$ cat src/rtl/t08_arb_pkg.sv
// ----------------------------------------------------------------------------
// t08_arb_pkg
//   Shared types and constants for the memory-port arbiter.
//   - arb_state_t  : arbiter FSM states (IDLE, ISSUE, WAIT, RESP)
//   - ARB_ERR_DATA : load data returned on a timeout abort
//   - ARB_GRANT_W  : width of the grant index (covers up to 8 requesters)
// ----------------------------------------------------------------------------
package t08_arb_pkg;

    typedef enum logic [1:0] {
        IDLE  = 2'd0,
        ISSUE = 2'd1,
        WAIT  = 2'd2,
        RESP  = 2'd3
    } arb_state_t;

    localparam logic [31:0] ARB_ERR_DATA = 32'hDEAD_BEEF;
    localparam int          ARB_GRANT_W  = 3;

endpackage

$ cat src/rtl/t08_rr_picker.sv
// ----------------------------------------------------------------------------
// t08_rr_picker
//   Combinational round-robin selector. Starting one position after i_ptr
//   and wrapping around, returns the first asserted bit of i_valid.
// Ports
//   i_valid  [NREQ-1:0]  request vector
//   i_ptr    [2:0]       index of the previous winner (must be < NREQ)
//   o_onehot [NREQ-1:0]  one-hot winner (all zero when nothing is valid)
//   o_idx    [2:0]       binary index of the winner
//   o_any                at least one request is valid
// ----------------------------------------------------------------------------
module t08_rr_picker
    import t08_arb_pkg::*;
#(
    parameter int NREQ = 3
) (
    input  logic [NREQ-1:0]        i_valid,
    input  logic [ARB_GRANT_W-1:0] i_ptr,
    output logic [NREQ-1:0]        o_onehot,
    output logic [ARB_GRANT_W-1:0] o_idx,
    output logic                   o_any
);

    localparam int IW = (NREQ > 1) ? $clog2(NREQ) : 1;

    always_comb begin
        int   pos;
        logic found;
        // NOTE: every variable written here gets a default before the search,
        // so no path leaves a value held over and no latch is inferred.
        o_onehot = '0;
        o_idx    = '0;
        pos      = 0;
        found    = 1'b0;
        // The previous winner is visited last, which is what makes it fair.
        for (int k = 1; k <= NREQ; k++) begin
            pos = int'(i_ptr) + k;
            if (pos >= NREQ) begin
                pos = pos - NREQ;
            end
            if (!found && i_valid[pos[IW-1:0]]) begin
                found                  = 1'b1;
                o_onehot[pos[IW-1:0]] = 1'b1;
                o_idx                  = ARB_GRANT_W'(pos);
            end
        end
    end

    assign o_any = |i_valid;

endmodule

$ cat src/rtl/t08_mem_arbiter.sv
// ----------------------------------------------------------------------------
// t08_mem_arbiter
//   Shares one bus-master port between NREQ requesters (0: load/store,
//   1: instruction fetch, 2: peripheral engine). One transaction at a time,
//   round-robin grant, one-cycle accept and completion pulses per port.
//   Flow: IDLE (grant) -> ISSUE (one-cycle strobe) -> WAIT (guard cycle,
//   then wait for bus_busy low) -> RESP (completion pulse) -> IDLE.
//
// Optional feature: define T08_ARB_TIMEOUT_EN to bound WAIT at TIMEOUT_CYC
//   cycles; an expired wait completes with rsp_err=1 and rsp_rdata=DEAD_BEEF.
//   Without the macro there is no counter and rsp_err is constant 0.
//
// Ports
//   clk, nrst                 clock, asynchronous active-low reset
//   req_valid/req_write [N]   per-port request and direction (1 = store)
//   req_addr  [N*AW]          per-port byte address
//   req_wdata [N*DW]          per-port store data
//   req_sel   [N*4]           per-port byte-lane enables
//   req_ready [N]             one-hot accept pulse
//   rsp_valid [N]             one-hot completion pulse
//   rsp_rdata [DW]            load data, valid with rsp_valid
//   rsp_err                   completion was a timeout abort
//   bus_read/bus_write        one-cycle bus strobes
//   bus_addr/bus_wdata/bus_sel latched transaction fields
//   bus_rdata, bus_busy       bus manager read data and busy flag
//   grant_id  [3]             index of the port owning the bus
// ----------------------------------------------------------------------------
module t08_mem_arbiter
    import t08_arb_pkg::*;
#(
    parameter int NREQ        = 3,
    parameter int AW          = 32,
    parameter int DW          = 32
`ifdef T08_ARB_TIMEOUT_EN
   ,parameter int TIMEOUT_CYC = 255
`endif
) (
    input  logic                   clk,
    input  logic                   nrst,
    input  logic [NREQ-1:0]        req_valid,
    input  logic [NREQ-1:0]        req_write,
    input  logic [NREQ*AW-1:0]     req_addr,
    input  logic [NREQ*DW-1:0]     req_wdata,
    input  logic [NREQ*4-1:0]      req_sel,
    output logic [NREQ-1:0]        req_ready,
    output logic [NREQ-1:0]        rsp_valid,
    output logic [DW-1:0]          rsp_rdata,
    output logic                   rsp_err,
    output logic                   bus_read,
    output logic                   bus_write,
    output logic [AW-1:0]          bus_addr,
    output logic [DW-1:0]          bus_wdata,
    output logic [3:0]             bus_sel,
    input  logic [DW-1:0]          bus_rdata,
    input  logic                   bus_busy,
    output logic [ARB_GRANT_W-1:0] grant_id
);

    arb_state_t             r_state;
    arb_state_t             w_next;

    logic [NREQ-1:0]        r_req_ready;
    logic [NREQ-1:0]        r_rsp_valid;
    logic [DW-1:0]          r_rsp_rdata;
    logic                   r_bus_read;
    logic                   r_bus_write;
    logic [AW-1:0]          r_bus_addr;
    logic [DW-1:0]          r_bus_wdata;
    logic [3:0]             r_bus_sel;
    logic [ARB_GRANT_W-1:0] r_grant_id;
    logic [NREQ-1:0]        r_grant_oh;
    logic [ARB_GRANT_W-1:0] r_rr_ptr;
    logic                   r_write;
    logic                   r_guard;     // set for the first WAIT cycle only

    logic [NREQ-1:0]        w_win_oh;
    logic [ARB_GRANT_W-1:0] w_win_idx;
    logic                   w_any;
    logic                   w_win_write;
    logic                   w_grant;
    logic                   w_done;

`ifdef T08_ARB_TIMEOUT_EN
    logic [7:0]             r_tcnt;
    logic                   r_rsp_err;
    logic                   w_tmo;
`endif

    t08_rr_picker #(.NREQ(NREQ)) u_picker (
        .i_valid  (req_valid),
        .i_ptr    (r_rr_ptr),
        .o_onehot (w_win_oh),
        .o_idx    (w_win_idx),
        .o_any    (w_any)
    );

    // Direction of the winning port, taken through the one-hot mask so no
    // index wider than the vector is needed.
    assign w_win_write = |(req_write & w_win_oh);

    // ---------------------------------------------------------------- FSM
    always_ff @(posedge clk or negedge nrst) begin
        // NOTE: sequential state uses non-blocking assignments so every
        // register samples pre-edge values regardless of statement order.
        if (!nrst) begin
            r_state <= IDLE;
        end else begin
            r_state <= w_next;
        end
    end

    always_comb begin
        w_next  = r_state;
        w_grant = 1'b0;
        w_done  = 1'b0;
`ifdef T08_ARB_TIMEOUT_EN
        w_tmo   = 1'b0;
`endif
        case (r_state)
            IDLE: begin
                if (w_any && !bus_busy) begin
                    w_grant = 1'b1;
                    w_next  = ISSUE;
                end
            end
            ISSUE: w_next = WAIT;
            WAIT: begin
                // The bus manager may not have raised busy yet in the first
                // WAIT cycle, so bus_busy is only trusted from the second.
                if (!r_guard && !bus_busy) begin
                    w_done = 1'b1;
                    w_next = RESP;
                end
`ifdef T08_ARB_TIMEOUT_EN
                else if (r_tcnt == 8'(TIMEOUT_CYC - 1)) begin
                    w_tmo  = 1'b1;
                    w_next = RESP;
                end
`endif
            end
            RESP:    w_next = IDLE;
            default: w_next = IDLE;
        endcase
    end

    // ------------------------------------------------------------ datapath
    always_ff @(posedge clk or negedge nrst) begin
        if (!nrst) begin
            r_req_ready <= '0;
            r_rsp_valid <= '0;
            r_rsp_rdata <= '0;
            r_bus_read  <= 1'b0;
            r_bus_write <= 1'b0;
            r_bus_addr  <= '0;
            r_bus_wdata <= '0;
            r_bus_sel   <= '0;
            r_grant_id  <= '0;
            r_grant_oh  <= '0;
            r_rr_ptr    <= ARB_GRANT_W'(NREQ - 1);   // port 0 wins first
            r_write     <= 1'b0;
            r_guard     <= 1'b0;
`ifdef T08_ARB_TIMEOUT_EN
            r_tcnt      <= '0;
            r_rsp_err   <= 1'b0;
`endif
        end else begin
            // Pulses default low and are raised only on their event.
            r_req_ready <= '0;
            r_rsp_valid <= '0;
            r_bus_read  <= 1'b0;
            r_bus_write <= 1'b0;
`ifdef T08_ARB_TIMEOUT_EN
            r_rsp_err   <= 1'b0;
`endif

            if (w_grant) begin
                r_req_ready <= w_win_oh;
                r_grant_oh  <= w_win_oh;
                r_grant_id  <= w_win_idx;
                r_rr_ptr    <= w_win_idx;
                r_write     <= w_win_write;
                r_bus_read  <= !w_win_write;
                r_bus_write <= w_win_write;
                r_bus_addr  <= req_addr[w_win_idx*AW +: AW];
                r_bus_wdata <= req_wdata[w_win_idx*DW +: DW];
                r_bus_sel   <= req_sel[w_win_idx*4 +: 4];
            end

            if (r_state == ISSUE) begin
                r_guard <= 1'b1;
`ifdef T08_ARB_TIMEOUT_EN
                r_tcnt  <= '0;
`endif
            end

            if (r_state == WAIT) begin
                r_guard <= 1'b0;
`ifdef T08_ARB_TIMEOUT_EN
                r_tcnt  <= r_tcnt + 8'd1;
`endif
            end

            // Stores complete too, but leave the last load data in place.
            if (w_done) begin
                r_rsp_valid <= r_grant_oh;
                if (!r_write) begin
                    r_rsp_rdata <= bus_rdata;
                end
            end

`ifdef T08_ARB_TIMEOUT_EN
            if (w_tmo) begin
                r_rsp_valid <= r_grant_oh;
                r_rsp_err   <= 1'b1;
                r_rsp_rdata <= DW'(ARB_ERR_DATA);
            end
`endif
        end
    end

    assign req_ready = r_req_ready;
    assign rsp_valid = r_rsp_valid;
    assign rsp_rdata = r_rsp_rdata;
    assign bus_read  = r_bus_read;
    assign bus_write = r_bus_write;
    assign bus_addr  = r_bus_addr;
    assign bus_wdata = r_bus_wdata;
    assign bus_sel   = r_bus_sel;
    assign grant_id  = r_grant_id;
`ifdef T08_ARB_TIMEOUT_EN
    assign rsp_err   = r_rsp_err;
`else
    assign rsp_err   = 1'b0;
`endif

endmodule

$ cat config.mk
export PLATFORM = sky130hd
export DESIGN_NAME = t08_mem_arbiter
export DESIGN_NICKNAME = d
export VERILOG_FILES = /design/src/rtl/t08_arb_pkg.sv /design/src/rtl/t08_rr_picker.sv /design/src/rtl/t08_mem_arbiter.sv
export SDC_FILE = /design/constraint.sdc
export NUM_CORES = 1
export LEC_CHECK = 0
export BUFFER_PORTS_ARGS = -buffer_cell sky130_fd_sc_hd__buf_4
export CORE_UTILIZATION = 30
export CTS_BUF_LIST = sky130_fd_sc_hd__clkbuf_2
export DETAILED_ROUTE_END_ITERATION = 6
export SLEW_MARGIN = 30
export SYNTH_ARGS = -nofsm -noshare
export SYNTH_HDL_FRONTEND = slang
export SYNTH_SLANG_ARGS = --single-unit
$ cat constraint.sdc
create_clock -name clk -period 4.3 [get_ports clk]
set_clock_uncertainty 0.2 [all_clocks]
set_input_delay 0.645 -clock clk [delete_from_list [all_inputs] [get_ports clk]]
set_output_delay 0.645 -clock clk [all_outputs]
set_load 0.1 [all_outputs]
# Yosys cells after proc, flatten, opt, wreduce, memory -nomap -nowiden
# Index checks and enable logic that the tools add are counted.
# classes
addsub	6
order_cmp	9
n_eq_ne	5
shifts	3
mux	36
bitwise_logic	4
reduce_logical	18
# ops
cell	count
$shiftx 96x9->32	2
$mux 3	11
$mux 1	16
$ge 4x2->1 const B	3
$shiftx 12x6->4	1
$lt 2x3->1 const B	3
$sub 3x3->3 const B	3
$add 3x2->4 const B	2
$pmux 2 s4	1
$logic_and 1x1->1	7
$bmux 1 s2	3
$demux 1 s2	3
$ge 2x1->1 const B	3
$or 3x3->3	2
$reduce_or 3->1	2
$logic_not 1->1	5
$add 3x1->4 const B	1
$eq 2x2->1 const B	2
$mux 2	2
$ne 2x2->1 const B	2
$reduce_and 2->1	2
$and 3x3->3	1
$eq 2x1->1 const B	1
$logic_not 2->1	1
other kinds (2)	2
# word_totals
ff_bits	121
inputBits	245
wordCells	95

# Logic depth before layout (Yosys ltp)
# logic_depth
depth_word	16
mapped_depth	14
depth_no_buf	9

# By module
# A second synthesis with hierarchy kept.
# unflattened
hier_cells	535
area_unflattened_um2	6480.0
# by_module_without_submodules
module	instances	cells_per_inst	area_per_inst_um2	seq_area_each_um2
t08_mem_arbiter	1	445	5820.6	2979.1
t08_rr_picker	1	90	659.4	0.0

# Least setup slack after synthesis
# OpenSTA, ideal clock, no wires.
# synth_path
kind	flip-flop to flip-flop
from	register r_rr_ptr[1]
to	register r_bus_addr[19], in the netlist bus_addr[19]
t_arrival_ns	3.349
required_ns	3.973
slack_ns	0.624
stages_incl_launch_ff	14
period_less_slack_ns	3.676
path_cell_list	dfstp_2 > inv_1 > ha_1 > clkbuf_1 > mux2i_1 > mux2i_1 > mux2_2 > a311o_1 > and2_1 > clkbuf_1 > buf_2 > buf_2 > a211oi_1 > o31ai_2
# synth_via
elab_chain_cells	13
# synth_lines
element	line	rtl
start, declared	t08_mem_arbiter.sv:72	logic [ARB_GRANT_W-1:0] r_rr_ptr;
start signal, assigned	t08_mem_arbiter.sv:159	r_rr_ptr <= ARB_GRANT_W'(NREQ - 1);
start signal, assigned	t08_mem_arbiter.sv:180	r_rr_ptr <= w_win_idx;
$add 3x1->4	t08_rr_picker.sv:37	pos = int'(i_ptr) + k;
$ge 4x2->1 / $sub 3x3->3 (equally long branches)	t08_rr_picker.sv:38, t08_rr_picker.sv:39	
$mux 3	t08_rr_picker.sv:38	if (pos >= NREQ) begin
$bmux 1 s2	t08_rr_picker.sv:41	if (!found && i_valid[pos[IW-1:0]]) begin
$mux 1 (implied by the code)	t08_rr_picker.sv:41	
$mux 1	t08_rr_picker.sv:41	
$logic_not 1->1	t08_rr_picker.sv:41	
$logic_and 1x1->1	t08_rr_picker.sv:41	
$mux 1	t08_rr_picker.sv:41	
$logic_not 1->1	t08_rr_picker.sv:41	
$logic_and 1x1->1	t08_rr_picker.sv:41	
$mux 3 *	t08_rr_picker.sv:41	
$shiftx 96x9->32 *	t08_mem_arbiter.sv:184	r_bus_addr <= req_addr[w_win_idx*AW +: AW];
end signal, assigned	t08_mem_arbiter.sv:184	
end, declared	t08_mem_arbiter.sv:67	logic [AW-1:0] r_bus_addr;
# Every way passes the cells marked *; elsewhere a longest branch is shown, timed or not. The select of a mux whose other input is x is not followed.
# A chain may end at the register's enable or synchronous reset.

# Final worst setup path
# Same ends and word-level chain as after synthesis.

==> impl_results.md <==
- Worst setup margin: 0.4032 ns
- # IOs: approximately 360
- Placed wire-length estimate: approximately 17000 um
- CTS tree: done
- RD Place Congestion: 0.8677
- Pin count of the biggest net entering global routing: 77
- Vias per std cell: ~5.1
- Initial antenna violation count: 1
- Minimum clock period: 3.897 ns
- XOR/XNOR share of the synthesized area: 0.5256%
- Slew @ Worst Pin: about 0.95 ns
- Longest Clk Path Bufs: 2
- Clock sink count: roughly 120
- Complex-gate fraction of the synthesized area: 28.74%
- Status: finished, final reports clean
- Total GRT Usage: 22.49%
- Post-synth EDFFs: 0
- CTS Buf Count: 17
- First-pass GRT wire length: 38660 um
- Synthesis Warnings: 0
- Port bufs: 355
- Area grow syn2layout: 65.25%
- Die height: 151.1 um
- Most common cell after layout, fill and taps aside: buf_4
- Max Cap Viol: 0
- Worst slew margin relative to its limit: 36.37%
- Worst-Skew Late Latency: 0.67 ns
- Pins Over Slew Limit: 0
- Clock transition at path regs: 0.22 ns
- Drt initial violations: 301
- Synthesized netlist net count: ~950
- Worst setup SP type: flip-flop
- FF+latch count, synth: ~120
- Die ar.: 0.02282 sq mm
- Critical path class: reg -> reg
- CTS Root Cell: clkbuf_2
- Worst path arrival time: 4.27 ns
- Fill count: 2037
- DRC viols: 0
- Routed wire length: 26280 um
- Cells after Synth: a little under 700
- Post-synthesis mux area share: under 10%
- Place WS: 0.3971 ns
- Ys flop type: dfrtp_1
- DP Cell Count: 1278
- FMAX: 0.2566 GHz
- Final Hold Viols: 0
- Post-synthesis adder-cell area fraction: 2.065%
- Register area share after synthesis: 44.70%
- Synth async-reset ratio: 100.0%
- Clock H-tree levels: 4
- Endpoints failing setup: 0
- Post-route ant nets: 0
- Core footprint: approximately 0.022 sq mm
- Post-Syn Area: about 0.0067 sq mm
- CP required: 4.67 ns
- Worst Hold Class: in -> reg
- Unrepaired setup endpoints after global routing: false
- CP max FO: 32
- Die width: 151.1 um
- Largest family of logic cells by synthesized area: compound AO/OA/AOI/OAI gates
- CP endpoint kind: flip-flop
- Synth Area per Inst: 9.660 sq um
- Nets: between 1000 and 1500
- Fin cells: 1421
- GRT overflow: 0
- Via Count: 7230
- Site row count: 54
- Share of cells above drive strength 1: 40.53%
- Final period utilization: 90.62%
- Most frequent cells in the layout: 369 x buf_4, 118 x dfrtp_1, 110 x dlygate4sd3_1
- Vias in the first global route: between 7000 and 8000
- Initial core utilization: 30.54%
- TritonRoute pass-1 iters: 5
- Post-Route Setup TNS: 0 ns
- Detailed-route wire length per cell: between 15 and 20 um
- Synth Area in Simple Gates: 12.26%
- Netlist cell types: 55
[routing by layer]
| metal | GRT usage [%] | share of wire, % |
|---|---|---|
| met2 | 38.28 | 49 |
| met4 | 5.900 | 1.4 |
| met5 | 0 | 0 |
| met1 | 27.38 | 41 |
| met3 | 6.958 | 8.4 |
[cells by family (layout without fill, tap and decap cells)]
group	after synthesis	after routing
AOI/OAI and AO/OA	250	250
xor gates and xnor gates	4	4
adders and majority gates	11	11
buffers and inverters	74	524
DFF	119	119
muxes	40	40
other	1	2
and+or+nand+nor	191	191
[path summary, 6_finish.rpt]
check	slack [ns]	depth (start not counted)	end	startpoint
setup / recovery	0.40	10	bus_addr[19]	r_rr_ptr[1]
hold / removal	0.10	3	bus_addr[10]	req_addr[42]
setup reg to reg	0.40	10	bus_addr[19]	r_rr_ptr[1]
hold reg to reg	0.30	1	r_grant_oh[1]	r_grant_oh[1]
max in group asynchronous	2.64	3	r_rr_ptr[1]	nrst
min in group asynchronous	0.35	2	bus_addr[10]	nrst
[worst max-delay path, stage by stage, from the launching register on]
cell and delay (ns):
dfstp_2 0.64, inv_1 0.12, ha_1 0.32, mux2_2 0.37
mux2_2 0.28, mux2_2 0.32, a311o_2 0.38, and2_2 0.48
buf_12 0.29, a211oi_1 0.29, o31ai_2 0.09
[through the flow]
stage / cell area (sq um) / hold slack, ns / util, %
floorplan: 6665 / 0.1494 / -
global placement: 9600 / 0.2554 / 43.99
detailed placement: 9600 / 0.2643 / 43.99
CTS: 10920 / 0.002625 / 50.05
global route: 11010 / 0.00009337 / 50.47
finish: 11010 / 0.1034 / 50.47
[registers in the layout (all words and copies together) (netlist names)]
register,flops
bus_addr,32
bus_wdata,32
rsp_rdata,32
bus_sel,4
grant_id,3
r_grant_oh,3
req_ready,3
rsp_valid,3
r_state,2
bus_read,1
bus_write,1
r_guard,1
r_rr_ptr,1
r_write,1
[timing repair]
| item | 4_1_cts | 5_1_grt |
|---|---|---|
| setup buffers | 0 | 0 |
| hold buffers | 101 | 9 |
| endpoints found under the hold margin | 158 | 9 |
| gates resized for setup | 0 | 0 |
| setup endpoints to repair | 0 | 0 |
[cells in the mapped netlist (all sizes together) (2+ instances only)]
library cell  instances  area [sq um]
dfrtp               118          2953
nor2                 83         311.6
nand2                76         287.8
a211oi               70         525.5
a21boi               69         518.0
o31ai                68         555.5
clkbuf               49         183.9
mux2                 36         405.4
buf                  15         110.1
ha                   11         137.6
inv                  10         37.54
a21oi                 8         40.04
and3                  7         43.79
o21ai                 6         30.03
a31oi                 5         31.28
nor3                  5         25.02
and2                  4         25.02
mux2i                 4         40.04
a21o                  3         22.52
a31o                  3         26.28
a221oi                2         17.52
a22oi                 2         15.01
and3b                 2         17.52
nand2b                2         12.51
nand3                 2         10.01
o211ai                2         15.01
o311a                 2         20.02
xnor2                 2         17.52
xor2                  2         17.52
[area by class of cell]
cell class	instances	area (sq um)	area share [%]
timing repair buffer	482	3931	35.69
clock inverter	15	225.2	2.045
inverter	10	37.54	0.3408
sequential	119	2979	27.05
tap	280	350.3	3.181
antenna	1	2.502	0.02272
clock buffer	17	85.08	0.7725
multi-input combinational	497	3403	30.90
Power is left out: the tool's default activity adds up to more than one toggle a clock period on the data nets, which glitch-free logic cannot reach.
